===== src/rtl/mem_stage_pkg.sv =====
// Shared types for the RV32I memory-access stage: pipeline words, memory funct3
// encodings and the MEM-stage FSM states.
package mem_stage_pkg;

  localparam int XLEN           = 32;
  localparam int REG_ADDR_WIDTH = 5;

  typedef enum logic [1:0] {
    MEM_IDLE,
    MEM_REQ,
    MEM_WAIT_RSP
  } mem_state_e;

  // Stores reuse the load encodings for size, so SB/SH/SW alias LB/LH/LW.
  typedef enum logic [2:0] {
    LB  = 3'd0,
    LH  = 3'd1,
    LW  = 3'd2,
    LBU = 3'd4,
    LHU = 3'd5
  } funct3_mem_e;

  localparam funct3_mem_e SB = LB;
  localparam funct3_mem_e SH = LH;
  localparam funct3_mem_e SW = LW;

  typedef struct packed {
    logic       mem_read;
    logic       mem_write;
    logic [2:0] mem_size;
    logic       reg_write;
    logic       mem_to_reg;
  } ex_mem_ctrl_t;

  typedef struct packed {
    logic [XLEN-1:0]           alu_result;
    logic [XLEN-1:0]           rs2_data_str;
    logic [REG_ADDR_WIDTH-1:0] rd_addr;
    ex_mem_ctrl_t              ctrl;
    logic                      valid_ex_mem;
  } ex_mem_reg_t;

  typedef struct packed {
    logic [XLEN-1:0]           alu_result;
    logic [XLEN-1:0]           load_data;
    logic [REG_ADDR_WIDTH-1:0] rd_addr;
    logic                      reg_write;
    logic                      mem_to_reg;
    logic                      valid_mem_wb;
  } mem_wb_reg_t;

endpackage


===== src/rtl/mem_stage_load_store_align.sv =====
// Combinational byte-lane steering for stores and alignment/extension for loads.
module mem_stage_load_store_align
  import mem_stage_pkg::*;
(
  input  logic [1:0]      addr,
  input  logic [2:0]      size,
  input  logic [XLEN-1:0] rs2,
  input  logic [XLEN-1:0] rdata,
  output logic [3:0]      be,
  output logic [XLEN-1:0] wdata,
  output logic [XLEN-1:0] load_data,
  output logic            misaligned
);

  function automatic logic [XLEN-1:0] ext8(input logic [7:0] b, input logic sgn);
    return sgn ? {{24{b[7]}}, b} : {24'b0, b};
  endfunction

  function automatic logic [XLEN-1:0] ext16(input logic [15:0] h, input logic sgn);
    return sgn ? {{16{h[15]}}, h} : {16'b0, h};
  endfunction

  logic [7:0]  ld_byte;
  logic [15:0] ld_half;

  assign ld_byte = rdata[{addr, 3'b000} +: 8];
  assign ld_half = addr[1] ? rdata[31:16] : rdata[15:0];

  always_comb begin
    be         = 4'b1111;
    wdata      = rs2;
    misaligned = 1'b0;
    unique case (size[1:0])
      2'b00: begin
        be    = 4'b0001 << addr;
        wdata = {4{rs2[7:0]}};
      end
      2'b01: begin
        be         = addr[1] ? 4'b1100 : 4'b0011;
        wdata      = {2{rs2[15:0]}};
        misaligned = addr[0];
      end
      default: misaligned = |addr;
    endcase
  end

  always_comb begin
    load_data = rdata;
    case (size)
      LB:      load_data = ext8(ld_byte, 1'b1);
      LBU:     load_data = ext8(ld_byte, 1'b0);
      LH:      load_data = ext16(ld_half, 1'b1);
      LHU:     load_data = ext16(ld_half, 1'b0);
      default: load_data = rdata;
    endcase
  end

endmodule


===== src/rtl/mem_stage.sv =====
// RV32I memory-access stage: single-outstanding data-memory port, stall control,
// forwarding tap and the registered MEM/WB pipeline word.
module mem_stage
  import mem_stage_pkg::*;
#(
  parameter int unsigned TIMEOUT_CYCLES = 255
) (
  input  logic                      clk,
  input  logic                      reset,
  input  ex_mem_reg_t               ex_mem_in,
  output logic                      dmem_req_valid,
  input  logic                      dmem_req_ready,
  output logic [XLEN-1:0]           dmem_addr,
  output logic                      dmem_we,
  output logic [3:0]                dmem_be,
  output logic [XLEN-1:0]           dmem_wdata,
  input  logic                      dmem_rsp_valid,
  input  logic [XLEN-1:0]           dmem_rdata,
  output logic [XLEN-1:0]           mem_alu_result,
  output logic [REG_ADDR_WIDTH-1:0] mem_rd_addr,
  output logic                      mem_reg_write,
  output mem_wb_reg_t               mem_wb_out,
  output logic                      mem_stall,
  output logic                      misaligned_fault,
  output logic                      bus_error
);

  localparam logic [15:0] TMO_LAST = 16'(TIMEOUT_CYCLES - 1);

  mem_state_e      state;
  logic [15:0]     tmo_cnt;
  logic [1:0]      ld_off_p1;
  logic [2:0]      ld_size_p1;

  logic            memop, is_store, in_wait;
  logic            issue_idle, handshake, st_done, ld_done, tmo_hit;
  logic [1:0]      al_off;
  logic [2:0]      al_size;
  logic [XLEN-1:0] al_load;
  logic            al_misaligned;

  assign memop    = ex_mem_in.valid_ex_mem & (ex_mem_in.ctrl.mem_read | ex_mem_in.ctrl.mem_write);
  assign is_store = ex_mem_in.ctrl.mem_write;
  assign in_wait  = (state == MEM_WAIT_RSP);

  // Once the request is accepted the load is extracted with the offset/size captured then.
  assign al_off  = in_wait ? ld_off_p1  : ex_mem_in.alu_result[1:0];
  assign al_size = in_wait ? ld_size_p1 : ex_mem_in.ctrl.mem_size;

  mem_stage_load_store_align u_align (
    .addr       (al_off),
    .size       (al_size),
    .rs2        (ex_mem_in.rs2_data_str),
    .rdata      (dmem_rdata),
    .be         (dmem_be),
    .wdata      (dmem_wdata),
    .load_data  (al_load),
    .misaligned (al_misaligned)
  );

  assign issue_idle     = (state == MEM_IDLE) & memop & ~al_misaligned;
  assign dmem_req_valid = issue_idle | (state == MEM_REQ);
  assign dmem_addr      = {ex_mem_in.alu_result[XLEN-1:2], 2'b00};
  assign dmem_we        = is_store;

  assign handshake = dmem_req_valid & dmem_req_ready;
  assign st_done   = handshake & is_store;
  assign ld_done   = in_wait & dmem_rsp_valid;
  assign tmo_hit   = in_wait & ~dmem_rsp_valid & (tmo_cnt == TMO_LAST);

  // A timed-out load also releases the stall so the faulting instruction drains.
  assign mem_stall = (dmem_req_valid & ~st_done) | (in_wait & ~dmem_rsp_valid & ~tmo_hit);

  assign mem_alu_result = ex_mem_in.alu_result;
  assign mem_rd_addr    = ex_mem_in.rd_addr;
  assign mem_reg_write  = ex_mem_in.ctrl.reg_write & ex_mem_in.valid_ex_mem & ~ex_mem_in.ctrl.mem_read;

  // Stage boundary: control state, fault pulses and the MEM/WB word
  always_ff @(posedge clk) begin
    if (reset) begin
      state            <= MEM_IDLE;
      tmo_cnt          <= '0;
      mem_wb_out       <= '0;
      misaligned_fault <= 1'b0;
      bus_error        <= 1'b0;
    end else begin
      misaligned_fault <= (state == MEM_IDLE) & memop & al_misaligned;
      bus_error        <= tmo_hit;
      tmo_cnt          <= (in_wait & ~dmem_rsp_valid & ~tmo_hit) ? tmo_cnt + 16'd1 : 16'd0;

      unique case (state)
        MEM_IDLE: begin
          if (issue_idle & ~dmem_req_ready) state <= MEM_REQ;
          else if (handshake & ~is_store)   state <= MEM_WAIT_RSP;
        end
        MEM_REQ: begin
          if (dmem_req_ready) state <= is_store ? MEM_IDLE : MEM_WAIT_RSP;
        end
        MEM_WAIT_RSP: begin
          if (dmem_rsp_valid | tmo_hit) state <= MEM_IDLE;
        end
        default: state <= MEM_IDLE;
      endcase

      if (mem_stall) begin
        mem_wb_out.valid_mem_wb <= 1'b0;
      end else begin
        mem_wb_out.alu_result   <= ex_mem_in.alu_result;
        mem_wb_out.load_data    <= ld_done ? al_load : '0;
        mem_wb_out.rd_addr      <= ex_mem_in.rd_addr;
        mem_wb_out.reg_write    <= ex_mem_in.ctrl.reg_write;
        mem_wb_out.mem_to_reg   <= ex_mem_in.ctrl.mem_to_reg;
        mem_wb_out.valid_mem_wb <= st_done | ld_done | (ex_mem_in.valid_ex_mem & ~memop);
      end
    end
  end

  // Stage boundary: load offset/size captured at request acceptance
  always_ff @(posedge clk) begin
    if (handshake) begin
      ld_off_p1  <= ex_mem_in.alu_result[1:0];
      ld_size_p1 <= ex_mem_in.ctrl.mem_size;
    end
  end

endmodule


===== config.mk =====
export PLATFORM = sky130hd
export DESIGN_NAME = mem_stage
export DESIGN_NICKNAME = d
export VERILOG_FILES = /design/src/rtl/mem_stage_pkg.sv /design/src/rtl/mem_stage_load_store_align.sv /design/src/rtl/mem_stage.sv
export SDC_FILE = /design/constraint.sdc
export NUM_CORES = 1
export LEC_CHECK = 0
export CAP_MARGIN = 15
export CORE_MARGIN = 2
export CORE_UTILIZATION = 38
export CTS_CLUSTER_SIZE = 25
export DETAILED_ROUTE_END_ITERATION = 7
export PLACE_DENSITY = 0.81
export SETUP_SLACK_MARGIN = 0.1
export SYNTH_ARGS = -nofsm -noshare
export SYNTH_HDL_FRONTEND = slang
export SYNTH_SLANG_ARGS = --single-unit
export TNS_END_PERCENT = 50

===== constraint.sdc =====
create_clock -name clk -period 3.3 [get_ports clk]
set_input_delay 0.66 -clock clk [delete_from_list [all_inputs] [get_ports clk]]
set_output_delay 0.66 -clock clk [all_outputs]
set_load 0.05 [all_outputs]

==> run_results.csv, run 1 <==
group,metric,value,unit
clock_network,cts_tree,"done",
sta,setup_violations,0,
layout,final_cell_mix,"clkdlybuf4s50_1, nand2_1, dfxtp_1, a21oi_1, nor2_1",
sta,period_needed,3.15,ns
detailed_routing,num_vias,5067,
setup_path,critPathMaxFanout,14,
global_routing,track_usage,22.3,%
detailed_routing,final_antenna_net_count,0,
placed_design,dp_hpwl,12400,um
global_routing,grt_pass1_wl,25100,um
detailed_routing,drt_pass1_iterations,5,
global_routing,antenna_found_initial,1,
layout,diodes,0,
sta,setup_tns,0,ns
pwr,p_int,0.00225,W
placed_design,placed_area,7830,sq um
run_status,status,"finished clean",
synth,synthCells,636,
pwr,p_seq_share,36.3,%
sta,maxSlewViolCount,0,
floorplanning,core,13100,sq um
placed_design,place_inst,1011,
setup_path,crit_path_start_kind,"flip-flop",
sta,tightestPinTransition,1.02,ns
clock_network,clockBufferDepth,2,
floorplanning,die_y,119,um
synth,synthArstFlopShare,0,%
synth,yosysSeqAreaShare,39.5,%
pwr,power_density,422,nW/um^2
synth,synth-edff-count,5,
detailed_routing,drt-wirelength-per-cell,15.9,um
sta,rsz0062_at_grt,"yes",
detailed_routing,route.detailed.drc,0,
layout,post-route-cell-area,8130,sq um
sta,fmax,318,MHz
job,cap_viol_max_count,0,
setup_path,cp.required,2.64,ns
clock_network,cts_sinks,97,
sta,post-route-period-util,95.3,%
detailed_routing,wl,16300,um
pwr,swShare,34.3,%
pwr,switching_power,0.00118,W
synth,netlist_area,5040,sq um
clock_network,ctsHoldBuffers,0,
clock_network,cts_setup_buffers,0,
placed_design,io_buffers,293,
pwr,pwr-share-clk,30.4,%
floorplanning,row_count,42,
detailed_routing,viasPerCell,4.93,
layout,final_cells,1027,
clock_network,htree_num_levels,3,
global_routing,grt_max_degree,48,
detailed_routing,drt_iter0_markers,340,
floorplanning,ioPinCount,296,
synth,ys_ff_latch,97,
sta,fin_skew,0.00627,ns
synth,synth_area_per_cell,7.93,sq um
pwr,combPwrFrac,33.3,%
hold_path,min_path_type,"reg2reg",
global_routing,grt_pass1_vias,4789,
clock_network,numCtsBuffers,9,
global_routing,gr-total-overflow,0,
clock_network,cts-resized-gates,0,
placed_design,gp_congestion,0.862,
clock_network,ctsRootBufferMaster,"clkbuf_16",
clock_network,path_clk_slew,0.07,ns
clock_network,insertion_delay,0.34,ns
setup_path,end_kind,"output port",
sta,max_slew_margin,31.3,%
pwr,p_leak,3.25,nW
layout,areaGrowthSynthToFinish,61.1,%
layout,final_nets,961,
synth,ys_types,54,
layout,final_layout_size_suffix_gt1_share,8.93,%
floorplanning,die_w,119,um
synth,ys.warnings.count,0,
floorplanning,start_util,38.6,%
floorplanning,die_area,14200,sq um
pwr,irDropWorstVdd,0.310,mV
sta,hold_ws,0.452,ns
setup_path,criticalPathCategory,"reg2out",
layout,final_common_cell,"clkdlybuf4s50_1",
setup_path,arrival,2.49,ns
synth,synth_ff_type,"dfxtp_1",
sta,hold_viol_final,0,
==> state kept, by name (all words and copies together) (netlist names) <==
name / count
bus_error: 1
ld_off_p1: 2
ld_size_p1: 3
mem_wb_out: 72
misaligned_fault: 1
state: 2
tmo_cnt: 16
==> worst paths after layout <==
check | start | end | slack, ns | cells after the start
worst max register to register | state[1]$_SDFFE_PP0P_ | mem_wb_out[26]$_SDFFE_PP0N_ | 0.51 | 8
worst max-delay path | state[1]$_SDFFE_PP0P_ | dmem_req_valid | 0.15 | 7
worst min register to register | mem_wb_out[59]$_SDFFE_PP0N_ | mem_wb_out[59]$_SDFFE_PP0N_ | 0.45 | 2
worst min-delay path | mem_wb_out[59]$_SDFFE_PP0N_ | mem_wb_out[59]$_SDFFE_PP0N_ | 0.45 | 2
==> area by class of cell <==
class	count	area, sq um
multi-input cells	425	2330
inverters	6	22.5
flip-flops and latches	97	1990
repair buffers	307	3270
well taps	176	220
fillers	1109	4960
clock buffers	9	225
clock inverters	7	67.6
==> Yosys cell counts (3+ instances only) <==
| master | instances | area (sq um) |
|---|---|---|
| nand2_1 | 162 | 608 |
| dfxtp_1 | 92 | 1840 |
| buf_4 | 79 | 593 |
| a21oi_1 | 55 | 275 |
| nor2_1 | 49 | 184 |
| o21ai_0 | 26 | 130 |
| o2bb2ai_1 | 24 | 210 |
| clkbuf_1 | 20 | 75.1 |
| mux2i_1 | 17 | 170 |
| nand3_1 | 9 | 45.0 |
| a211o_1 | 8 | 70.1 |
| xor2_1 | 7 | 61.3 |
| or3_1 | 6 | 37.5 |
| buf_2 | 5 | 25.0 |
| edfxtp_1 | 5 | 150 |
| inv_1 | 5 | 18.8 |
| a22oi_1 | 4 | 30.0 |
| nor3_1 | 4 | 20.0 |
| xnor2_1 | 4 | 35.0 |
| a2111oi_0 | 3 | 26.3 |
| and2_1 | 3 | 18.8 |
| and3_1 | 3 | 18.8 |
| buf_1 | 3 | 11.3 |
| mux2_2 | 3 | 33.8 |
| nor3b_1 | 3 | 22.5 |
| o22ai_1 | 3 | 18.8 |
==> critical path: stages (launching register included) <==
cell	delay, ns
dfxtp_1	0.55
nor2b_1	0.25
buf_4	0.24
mux2_2	0.39
a21oi_2	0.19
a21oi_1	0.12
nor2_1	0.22
buf_12	0.18
==> metrics by stage <==
stage               worst slack, ns  total power (W)  util, %
CTS                           0.153          0.00345     62.1
floorplan                   -0.0226          0.00196        -
finish                        0.154          0.00343     62.1
global route                 0.0289          0.00355     62.1
global placement              0.261          0.00240     59.9
detailed placement            0.232          0.00241     59.9
==> kinds of logic (layout without fill, tap and decap cells) <==
kind of cell	Yosys count	count (layout)	synth area share, %
buf+inv	115	329	14.9
mux	21	21	4.32
compound gates	133	133	16.9
flops	97	97	39.5
xor+xnor	11	11	1.91
simple gates	256	256	21.9
other cells	1	2	0.0743
fa+ha+maj	2	2	0.496
==> power groups by stage <==
stage | registers, W | logic (W) | clock network, W
after floorplan | 0.00140 | 0.000556 | 0
after global placement | 0.00127 | 0.00114 | 0
after detailed placement | 0.00127 | 0.00114 | 0
after CTS | 0.00124 | 0.00115 | 0.00106
after global routing | 0.00125 | 0.00119 | 0.00111
final | 0.00124 | 0.00114 | 0.00104
==> layer usage <==
layer  global-route usage [%]  share of wire, %  up-vias
li1                         -                 -     2513
met1                     27.8                41     2308
met5                        0             0.080        -
met3                     5.27               7.4       37
met2                     36.9                48      207
met4                     9.45               2.8        2
Note: power is estimated with default switching activity, not from simulation.
==> run 2, diff against run 1 <==
Settings changed: CELL_PAD_IN_SITES_DETAIL_PLACEMENT from default to 0, CELL_PAD_IN_SITES_GLOBAL_PLACEMENT from default to 2, CORE_MARGIN 2 to 5, CORE_UTILIZATION 38 to 20, CTS_CLUSTER_SIZE 25 to default, PLACE_DENSITY 0.81 to default, PLACE_DENSITY_LB_ADDON from default to 0.1.
==> run_results.csv, run 2 (same netlist as run 1, synthesis figures left out) <==
group,metric,value,unit
setup_path,criticalPathCategory,"reg2out",
layout,largest_register_ffs,72,
sta,max_slew_margin,30.4,%
floorplanning,die_area,28500,sq um
setup_path,critPathMaxFanout,28,
clock_network,numCtsBuffers,9,
setup_path,cpPeakStageDelay,0.55,ns
job,cap_viol_max_count,0,
detailed_routing,wl,19700,um
detailed_routing,drt_iter0_markers,227,
sta,tightestPinTransition,1.03,ns
placed_design,io_buffers,293,
sta,fmax,330,MHz
sta,post-route-period-util,92.0,%
global_routing,gr-total-overflow,0,
layout,largest-register,"mem_wb_out",
pwr,finalPower,0.00350,W
setup_path,cp_num_buf_inv,2,
sta,fin_skew,0.00883,ns
detailed_routing,num_vias,5022,
clock_network,cts-resized-gates,0,
clock_network,ctsRootBufferMaster,"clkbuf_16",
global_routing,grt_max_degree,46,
global_routing,met1_usage,15.5,%
sta,hold_viol_final,0,
setup_path,cpLargestDelayFamily,"multiplexers",
global_routing,use_met2,23.6,%
clock_network,path_clk_slew,0.07,ns
detailed_routing,drt-wirelength-per-cell,16.6,um
clock_network,cts_tree,"done",
clock_network,htree_num_levels,3,
clock_network,cts_sinks,97,
floorplanning,ioPinCount,296,
detailed_routing,drt_pass1_iterations,4,
clock_network,ctsHoldBuffers,0,
global_routing,grt_pass1_vias,5092,
detailed_routing,route.detailed.drc,0,
global_routing,grt_pass1_wl,29600,um
pwr,irDropWorstVdd,0.183,mV
global_routing,top_usage_layer,"met2",
floorplanning,core,25000,sq um
clock_network,clockBufferDepth,2,
global_routing,antenna_found_initial,0,
sta,period_needed,3.03,ns
detailed_routing,final_antenna_net_count,0,
setup_path,critical_path.slowest_cell,"mux2_2",
layout,diodes,0,
global_routing,grt_use_met3,2.83,%
setup_path,arrival,2.37,ns
placed_design,dp_slack,0.153,ns
clock_network,cts_setup_buffers,3,
floorplanning,row_count,58,
global_routing,track_usage,13.2,%
layout,largest_registers,"mem_wb_out (72), tmo_cnt (16), ld_size_p1 (3)",
placed_design,dp_hpwl,15300,um
clock_network,insertion_delay,0.35,ns
placed_design,gp_congestion,0.783,
floorplanning,die_w,169,um
layout,final_layout_size_suffix_gt1_share,9.67,%
setup_path,cp.required,2.64,ns
layout,final_common_cell,"clkdlybuf4s50_1",
detailed_routing,viasPerCell,4.23,
layout,areaGrowthSynthToFinish,66.2,%
run_status,status,"finished clean",
layout,final_nets,968,
sta,hold_ws,0.452,ns
setup_path,crit_path_start_kind,"flip-flop",
hold_path,min_path_type,"reg2reg",
layout,final_cell_mix,"clkdlybuf4s50_1, nand2_1, dfxtp_1, a21oi_1, nor2_1",
setup_path,cp_cell_sequence,"nor2b_1 -> buf_4 -> mux2_2 -> o21ai_0 -> buf_12",
pwr,p_leak,3.29,nW
setup_path,end_kind,"output port",
sta,maxSlewViolCount,0,
pwr,power_density,417,nW/um^2
sta,setup_violations,0,
floorplanning,start_util,20.1,%
sta,fin_ws,0.265,ns
floorplanning,die_y,169,um
layout,post-route-util,33.5,%
sta,rsz0062_at_grt,"yes",
[run 2: path summary, 6_finish.rpt]
check	startpoint	to	slack [ns]	depth (start not counted)
setup / recovery	state[0]$_SDFFE_PP0P_	dmem_wdata[30]	0.27	5
hold / removal	mem_wb_out[7]$_SDFFE_PP0N_	mem_wb_out[7]$_SDFFE_PP0N_	0.45	2
setup reg to reg	state[0]$_SDFFE_PP0P_	mem_wb_out[38]$_SDFFE_PP0N_	0.57	7
hold reg to reg	mem_wb_out[7]$_SDFFE_PP0N_	mem_wb_out[7]$_SDFFE_PP0N_	0.45	2
[run 2: tightest hold or removal path: cells and delay by family (launching register included)]
family	cells	cell delay, ns
AO/OA/AOI/OAI	1	0.05
flip-flops	1	0.31
AND/OR/NAND/NOR	1	0.05
[run 2: metal layers]
layer / up-vias / wire length (um)
li1: 2525 / -
met1: 2317 / 8170
met2: 160 / 9900
met3: 20 / 1210
met4: 0 / 392
met5: - / 0
[run 2: report_power, final]
| part | internal (W) | total [W] | leakage, nW | switching, W |
|---|---|---|---|---|
| combinational | 0.000447 | 0.00116 | 2.34 | 0.000709 |
| clock | 0.000615 | 0.00110 | 0.151 | 0.000484 |
| sequential | 0.00122 | 0.00124 | 0.797 | 0.0000215 |
| total | 0.00228 | 0.00350 | 3.29 | 0.00121 |
[run 2: cell type report]
cell class,count,area (sq um)
Fill cell,2624,16700
Timing Repair Buffer,314,3320
Multi-Input combinational cell,425,2330
Sequential cell,97,1990
Tap cell,330,413
Clock buffer,11,243
Clock inverter,5,61.3
Inverter,6,22.5
[run 2: metrics by stage]
stage	cell area, sq um	instances	TNS, ns
6_report	8380	1188	0
3_3_place_gp	8060	1169	0
3_5_place_dp	8060	1169	0
4_1_cts	8380	1188	0
5_1_grt	8380	1188	0
2_1_floorplan	5050	637	-0.0902
==> run 3, diff against run 2 <==
Settings changed: RECOVER_POWER from default to 100.
==> run_results.csv, run 3 (same netlist as run 1, synthesis figures left out) <==
group,metric,value,unit
detailed_routing,drt_iter0_markers,230,
placed_design,dp_hpwl,15300,um
placed_design,dp_slack,0.153,ns
sta,period_needed,3.15,ns
job,cap_viol_max_count,0,
setup_path,arrival,2.49,ns
clock_network,path_clk_slew,0.07,ns
hold_path,holdPathStages,2,
layout,largest-register,"mem_wb_out",
clock_network,numCtsBuffers,9,
setup_path,crit_path_start_kind,"input pin",
hold_path,hold_start,"mem_wb_out[7]$_SDFFE_PP0N_",
setup_path,critPathMaxFanout,8,
sta,tightestPinTransition,1.03,ns
layout,largest_register_ffs,72,
run_status,status,"finished clean",
sta,maxSlewViolCount,0,
global_routing,grt_max_degree,46,
sta,post-route-period-util,95.5,%
pwr,finalPower,0.00344,W
layout,diodes,0,
clock_network,insertion_delay,0.35,ns
sta,hold_ws,0.449,ns
setup_path,rr_startpoint,"tmo_cnt[0]$_SDFF_PP0_",
detailed_routing,route.detailed.drc,0,
setup_path,rr_worst_depth,9,
pwr,irDropWorstVdd,0.184,mV
clock_network,ctsHoldBuffers,0,
layout,final_common_cell,"nand2_1",
sta,fmax,317,MHz
global_routing,track_usage,13.2,%
sta,fin_ws,0.148,ns
sta,setup_violations,0,
global_routing,gr-total-overflow,0,
clock_network,ctsRootBufferMaster,"clkbuf_16",
global_routing,antenna_found_initial,0,
setup_path,r2r_setup_slack,0.41,ns
detailed_routing,drt_pass1_iterations,5,
layout,areaGrowthSynthToFinish,64.1,%
detailed_routing,wl,19600,um
setup_path,criticalPathCategory,"in2out",
detailed_routing,drt-wirelength-per-cell,16.5,um
layout,final_cell_mix,"nand2_1, dlygate4sd3_1, clkdlybuf4s50_1, dfxtp_1, a21oi_1",
detailed_routing,viasPerCell,4.22,
layout,largest_registers,"mem_wb_out (72), tmo_cnt (16), ld_size_p1 (3)",
hold_path,hold_end,"mem_wb_out[7]$_SDFFE_PP0N_",
floorplanning,die_area,28500,sq um
layout,final_layout_size_suffix_gt1_share,8.74,%
sta,max_slew_margin,30.6,%
placed_design,io_buffers,293,
detailed_routing,num_vias,5014,
pwr,p_leak,3.46,nW
layout,final_nets,968,
sta,hold_viol_final,0,
clock_network,clockBufferDepth,2,
setup_path,timing.rr.end,"mem_wb_out[0]$_SDFF_PP0_",
clock_network,cts-resized-gates,0,
hold_path,min_path_type,"reg2reg",
detailed_routing,final_antenna_net_count,0,
setup_path,cp.required,2.64,ns
setup_path,end_kind,"output port",
clock_network,htree_num_levels,3,
clock_network,cts_tree,"done",
floorplanning,core,25000,sq um
global_routing,grt_pass1_vias,5092,
placed_design,gp_congestion,0.783,
floorplanning,row_count,58,
global_routing,grt_pass1_wl,29600,um
floorplanning,ioPinCount,296,
floorplanning,start_util,20.1,%
clock_network,cts_sinks,97,
sta,rsz0062_at_grt,"yes",
floorplanning,die_w,169,um
pwr,power_density,416,nW/um^2
floorplanning,die_y,169,um
sta,fin_skew,0.0108,ns
-- run 3: changes by cell type in the layout (fill, tap and decap cells not counted), sizes merged --
| cell | change |
|---|---|
| clkdlybuf4s50 | -155 |
| buf | -13 |
| dlygate4sd3 | +155 |
| clkbuf | +13 |
-- run 3: how the worst max path moves through the flow --
stage	cells past startpoint	start	end
2_1_floorplan	7	state[0]$_SDFFE_PP0P_	dmem_wdata[28]
3_3_place_gp	6	ex_mem_in[46]	mem_wb_out[38]$_SDFFE_PP0N_
3_5_place_dp	6	ex_mem_in[46]	mem_wb_out[38]$_SDFFE_PP0N_
4_1_cts	5	state[0]$_SDFFE_PP0P_	dmem_wdata[30]
5_1_grt	8	tmo_cnt[0]$_SDFF_PP0_	mem_stall
6_report	4	ex_mem_in[46]	dmem_be[1]
-- run 3: through the flow --
step                      setup TNS, ns  util [%]  cells  area, sq um
after detailed placement              0      32.2   1169         8060
final                                 0      33.1   1188         8280
after floorplan                 -0.0902         -    637         5050
after CTS                             0      33.5   1188         8380
after global routing                  0      33.1   1188         8280
after global placement                0      32.2   1169         8060
-- run 3: timing repair --
| action | 4_1_cts | 5_1_grt |
|---|---|---|
| cloned | 0 | 0 |
| hold endpoints to repair | 0 | 0 |
| endpoints found under the setup margin | 1 | 2 |
| setup buffers | 3 | 0 |
-- run 3: area by class of cell --
| class | instances | area [sq um] |
|---|---|---|
| Clock inverter | 5 | 61.3 |
| Clock buffer | 11 | 243 |
| Multi-Input combinational cell | 425 | 2300 |
| Fill cell | 2638 | 16800 |
| Inverter | 6 | 22.5 |
| Timing Repair Buffer | 314 | 3250 |
| Sequential cell | 97 | 1990 |
| Tap cell | 330 | 413 |
-- run 3: report_power, final --
group          total [W]  switching [W]  internal [W]
logic            0.00110       0.000702      0.000398
clock network    0.00110       0.000484      0.000615
registers        0.00124      0.0000198       0.00122
-- run 3: layer usage --
metal,vias to the layer above,GRT usage (%),wire [um]
met5,-,0,0
li1,2520,-,-
met1,2308,15.5,8190
met3,22,2.83,1160
met2,164,23.6,9890
met4,0,4.62,403
-- run 3: worst max-delay path, cell delays in order --
cell and delay [ns]:
dlygate4sd3_1 0.66, mux2_1 0.49, o21ai_0 0.33, clkbuf_2 0.34
